[src/rtl/diagonal_expand.sv]
// ============================================================================
// Module   : diagonal_expand
// Brief    : Captures SIZE diagonal elements, then streams the full SIZE x SIZE
//            diagonal matrix row-major with zero off-diagonal entries and
//            out_tlast on the final element.
//            Optional macro DIAG_EXPAND_PINGPONG_EN: two buffer banks so the
//            next matrix loads while the current one is emitted.
// Revision : 1.0 - initial release
// ============================================================================
`default_nettype none

module diagonal_expand #(
    parameter int SIZE       = 4,
    parameter int DATA_WIDTH = 32
) (
    input  logic                  clk,
    input  logic                  rst,
    input  logic [DATA_WIDTH-1:0] in_tdata,
    input  logic                  in_tvalid,
    output logic                  in_tready,
    output logic [DATA_WIDTH-1:0] out_tdata,
    output logic                  out_tvalid,
    input  logic                  out_tready,
    output logic                  out_tlast
);

    localparam int            CW     = (SIZE > 1) ? $clog2(SIZE) : 1;
    localparam logic [CW-1:0] C_LAST = CW'(SIZE - 1);
    localparam logic [CW-1:0] C_ONE  = CW'(1);

    logic [CW-1:0]         r_k;
    logic [CW-1:0]         r_row;
    logic [CW-1:0]         r_col;
    logic                  w_in_fire;
    logic                  w_out_fire;
    logic                  w_k_last;
    logic                  w_rc_last;
    logic                  w_emit;
    logic [DATA_WIDTH-1:0] w_rd_elem;

    assign w_in_fire  = in_tvalid && in_tready;
    assign w_out_fire = w_emit && out_tready;
    assign w_k_last   = (r_k == C_LAST);
    assign w_rc_last  = (r_row == C_LAST) && (r_col == C_LAST);

    // Load index: advances per accepted input, wraps after the last diagonal element
    always_ff @(posedge clk or negedge rst) begin
        if (!rst) begin
            r_k <= '0;
        end else if (w_in_fire) begin
            r_k <= w_k_last ? '0 : r_k + C_ONE;
        end
    end

    // Emit position: column advances per output transfer, row advances on column wrap
    always_ff @(posedge clk or negedge rst) begin
        if (!rst) begin
            r_row <= '0;
            r_col <= '0;
        end else if (w_out_fire) begin
            if (r_col == C_LAST) begin
                r_col <= '0;
                r_row <= (r_row == C_LAST) ? '0 : r_row + C_ONE;
            end else begin
                r_col <= r_col + C_ONE;
            end
        end
    end

`ifdef DIAG_EXPAND_PINGPONG_EN

    logic [DATA_WIDTH-1:0] r_buf [2][SIZE];
    logic [1:0]            r_full;
    logic                  r_wr_sel;
    logic                  r_rd_sel;

    // Diagonal storage for both banks; contents are don't-care until loaded
    always_ff @(posedge clk) begin
        if (w_in_fire) begin
            r_buf[r_wr_sel][r_k] <= in_tdata;
        end
    end

    // Bank bookkeeping: a completed load marks the write bank full, a completed
    // emission frees the read bank; both can happen on different banks at once
    always_ff @(posedge clk or negedge rst) begin
        if (!rst) begin
            r_full   <= '0;
            r_wr_sel <= 1'b0;
            r_rd_sel <= 1'b0;
        end else begin
            if (w_in_fire && w_k_last) begin
                r_full[r_wr_sel] <= 1'b1;
                r_wr_sel         <= ~r_wr_sel;
            end
            if (w_out_fire && w_rc_last) begin
                r_full[r_rd_sel] <= 1'b0;
                r_rd_sel         <= ~r_rd_sel;
            end
        end
    end

    assign in_tready = rst && !r_full[r_wr_sel];
    assign w_emit    = r_full[r_rd_sel];
    assign w_rd_elem = r_buf[r_rd_sel][r_row];

`else

    typedef enum logic [0:0] {
        S_LOAD = 1'b0,
        S_EMIT = 1'b1
    } state_t;

    state_t                r_state;
    state_t                w_state_nxt;
    logic [DATA_WIDTH-1:0] r_buf [SIZE];

    // Diagonal storage; written only while loading so emitted data stays stable
    always_ff @(posedge clk) begin
        if (w_in_fire) begin
            r_buf[r_k] <= in_tdata;
        end
    end

    // State register
    always_ff @(posedge clk or negedge rst) begin
        if (!rst) begin
            r_state <= S_LOAD;
        end else begin
            r_state <= w_state_nxt;
        end
    end

    // Next state: LOAD until the last diagonal arrives, EMIT until the last element leaves
    always_comb begin
        w_state_nxt = r_state;
        case (r_state)
            S_LOAD:  if (w_in_fire && w_k_last)   w_state_nxt = S_EMIT;
            S_EMIT:  if (w_out_fire && w_rc_last) w_state_nxt = S_LOAD;
            default: w_state_nxt = S_LOAD;
        endcase
    end

    // Handshake decode from registered state only; ready is held low during reset
    assign in_tready = rst && (r_state == S_LOAD);
    assign w_emit    = (r_state == S_EMIT);
    assign w_rd_elem = r_buf[r_row];

`endif

    assign out_tvalid = w_emit;
    assign out_tdata  = (w_emit && (r_row == r_col)) ? w_rd_elem : '0;
    assign out_tlast  = w_emit && w_rc_last;

endmodule

`default_nettype wire
[config.mk]
export PLATFORM = sky130hd
export DESIGN_NAME = diagonal_expand
export DESIGN_NICKNAME = d
export VERILOG_FILES = /design/src/rtl/diagonal_expand.sv
export SDC_FILE = /design/constraint.sdc
export NUM_CORES = 1
export LEC_CHECK = 0
export CORE_ASPECT_RATIO = 0.6
export CORE_MARGIN = 5
export CORE_UTILIZATION = 30
export DETAILED_ROUTE_END_ITERATION = 8
export PLACE_DENSITY_LB_ADDON = 0.25
export SYNTH_ARGS = -nofsm -noshare
export SYNTH_HDL_FRONTEND = slang
export SYNTH_SLANG_ARGS = --single-unit
export TNS_END_PERCENT = 100
[constraint.sdc]
create_clock -name clk -period 4.28 [get_ports clk]
set_input_delay 0.856 -clock clk [delete_from_list [all_inputs] [get_ports clk]]
set_output_delay 0.856 -clock clk [all_outputs]
set_load 0.02 [all_outputs]
==> flow_metrics.py <==
metrics = {
    "outcome": {
        "status": "finished, final reports clean",
    },
    "cells_and_area": {
        "syn_to_final_growth_pct": 31.3,
        "final_nets": 373,
        "diodes": 0,
        "layout-drive-gt1-share_pct": 25.1,
    },
    "timing": {
        "max_freq_mhz": 264,
        "period_share_pct": 88.7,
        "tightest_slew_ns": 0.966,
        "report.final.slew_viol_count": 0,
        "relSlewSlack_pct": 35.6,
        "holdWs_ns": 0.592,
        "setup_viol": 0,
        "finalHoldViolCount": 0,
        "period_needed_ns": 3.79,
        "setup_tns_ns": 0,
        "finClkSkew_ns": 0.00708,
        "rsz0062_at_grt": "no",
        "fin_ws_ns": 0.485,
    },
    "power": {
        "p_sw_share_pct": 30.1,
        "clkPwrFrac_pct": 34.2,
        "p_int_uw": 3390,
        "comb_power_share_pct": 30.5,
        "p_sw_uw": 1460,
        "power_frac_seq_pct": 35.3,
        "vdd_ir_drop_max_v": 0.000385,
        "p_leak_uw": 0.00235,
        "power_density_nw_per_um2": 685,
    },
    "synth": {
        "postSynthAreaPerCell_um2": 21.7,
        "syn_inst": 248,
        "syn_nets": 290,
        "synth_warnings": 0,
        "synth_cell_types": 21,
        "syn-cell-area_um2": 5390,
        "ys_seq_elements": 135,
        "ys_seq_area_share_pct": 74.5,
    },
    "detailed_routing": {
        "dr.pass1.iters": 6,
        "route.detailed.drc": 0,
        "viasPerCell": 4.65,
        "drt_iter0_drc": 189,
        "wl_um": 11700,
        "routedWlPerCell_um": 20.0,
        "detail-route-antenna-nets": 0,
        "vias": 2713,
    },
    "clock_network": {
        "cts_resized": 0,
        "cts_tree": "yes",
        "cts_setup_buffers": 0,
        "cts.path.max_buffers": 2,
        "cts_sinks": 135,
        "htreeDepth": 4,
        "hold_buffers": 0,
        "clkTransAtPathRegs_ns": 0.06,
        "numCtsBuffers": 17,
        "ctsRootBufferMaster": "clkbuf_16",
        "clk_latency_ns": 0.40,
    },
    "setup_path": {
        "rr_worst_depth": 3,
        "r2r-start": "out_tvalid",
        "critPathArrivalTime_ns": 2.94,
        "cpMaxStageDelayCell": "dfrtp_2",
        "r2r_slack_ns": 1.87,
        "critPathLaunch": "r_row[0]",
        "slowest_delay_ns": 0.84,
        "cp-start-kind": "register",
        "cp.required_ns": 3.42,
        "crit_chain": "buf_4, mux4_2, and4_1, clkdlybuf4s50_1",
        "cp_max_fo": 22,
        "cp-end-kind": "output port",
        "worstSetupPathType": "register to output port",
        "r2r_end": "r_buf[3][31]",
    },
    "grt": {
        "grt_max_degree": 35,
        "grt_pass1_vias": 3003,
        "antenna_found_initial": 1,
        "met2_usage_pct": 17.9,
        "grt_pass1_wl_um": 18100,
        "gr-max-usage-layer": "met2",
        "gr-usage-met3_pct": 3.51,
        "track_usage_pct": 11.7,
        "met1_usage_pct": 16.3,
        "overflow": 0,
    },
    "floorplanning": {
        "num_io_pins": 71,
        "dieWidth_um": 183,
        "dieArea_um2": 20800,
        "start_util_pct": 30.2,
        "die_h_um": 114,
        "row_count": 38,
        "core_um2": 17900,
    },
    "placed_design": {
        "place_hpwl_um": 7290,
        "port_buffers": 70,
        "pre_cts_slack_ns": 0.843,
        "place_congestion": 0.689,
    },
    "worst_hold_path": {
        "min_to": "r_k[1]",
        "hold_depth": 1,
        "holdCritPathClass": "register to register",
        "hold_start": "r_k[1]",
    },
    "run": {
        "maxCapViolations": 0,
    },
}
layout by cell type, fill, tap and decap left out:
cell,netlist,routed
dfrtp_2,0,2
inv_6,0,5
bufinv_16,0,6
xnor2_4,0,1
and3_1,1,1
buf_4,0,13
nor2b_1,1,1
nor2_1,3,3
clkinv_4,0,2
and3b_1,1,1
ha_1,6,6
and2_2,0,4
nand3_1,2,2
dfrtp_1,7,5
mux4_1,3,3
nand2_1,1,1
clkbuf_16,0,17
a22o_1,1,1
clkinv_1,0,1
mux2_2,6,6
clkdlybuf4s50_1,0,70
mux4_2,29,29
and4_1,32,32
xnor2_2,1,1
inv_1,2,2
edfxtp_1,128,128
state kept, by name (all words and copies together) (netlist names):
register and cells:
r_buf 128, r_col 2, r_k 2, r_row 2, out_tvalid 1
Yosys cell counts:
master,count,area share [%]
xnor2_1,1,0.16
and3_1,1,0.12
and3b_1,1,0.16
nor2_1,3,0.21
nand3_1,2,0.19
buf_6,4,0.84
and2_1,4,0.46
mux4_1,3,1.5
xnor2_2,1,0.30
inv_1,2,0.14
buf_2,4,0.37
clkbuf_1,11,0.77
edfxtp_1,128,71
dfrtp_1,7,3.2
and4_1,32,5.2
a22o_1,1,0.16
mux2_2,6,1.3
mux4_2,29,12
ha_1,6,1.4
nor2b_1,1,0.12
nand2_1,1,0.070
final cells by class:
type,instances,area (µm²)
fillers,1664,10800
flip-flops and latches,135,4020
clock inverters,14,245
clock buffers,17,425
multi-input cells,92,1280
inverters,2,7.51
repair buffers,83,798
well taps,240,300
routing by layer:
metal	routed length [µm]	vias up
met5	0	-
met4	96	0
met3	755	10
met2	5380	78
met1	5420	1408
li1	-	1217
critical path, delay by kind of cell, from the launching register on:
family	cells	cell delay, ns
flops	1	0.84
buf+inv	2	0.90
mux	1	0.54
simple gates	1	0.23
per-stage QoR:
stage / area (µm²) / power (µW) / util, % / std cells
finish: 7080 / 4850 / 39.6 / 583
global route: 7080 / 5110 / 39.6 / 583
detailed placement: 6410 / 3250 / 35.9 / 552
global placement: 6410 / 3240 / 35.9 / 552
CTS: 7080 / 4930 / 39.6 / 583
floorplan: 5390 / 2630 / - / 248
worst max-delay path by stage:
stage / slack (ns) / endpoint / cells after the start
global route: 0.28 / out_tdata[23] / 4
global placement: 0.85 / out_tdata[2] / 4
CTS: 0.39 / out_tdata[2] / 4
detailed placement: 0.84 / out_tdata[2] / 4
floorplan: 1.87 / r_buf[0][0] / 3
finish: 0.49 / out_tdata[2] / 4
power groups by stage:
stage	clock network [µW]	registers [µW]	logic [µW]
3_5_place_dp	0	1750	1510
2_1_floorplan	0	1630	994
3_3_place_gp	0	1740	1500
6_report	1660	1710	1480
4_1_cts	1690	1720	1510
5_1_grt	1760	1730	1610
kinds of logic (layout without fill, tap and decap cells):
kind of cell / after synthesis / in the layout / share of synthesized area (%)
xor+xnor: 2 / 2 / 0.464
fa+ha+maj: 6 / 6 / 1.39
compound gates: 1 / 1 / 0.162
mux: 38 / 38 / 14.8
flops: 135 / 135 / 74.5
simple gates: 45 / 45 / 6.52
buf+inv: 21 / 116 / 2.11
No activity file was read; power rests on OpenSTA's default activity.
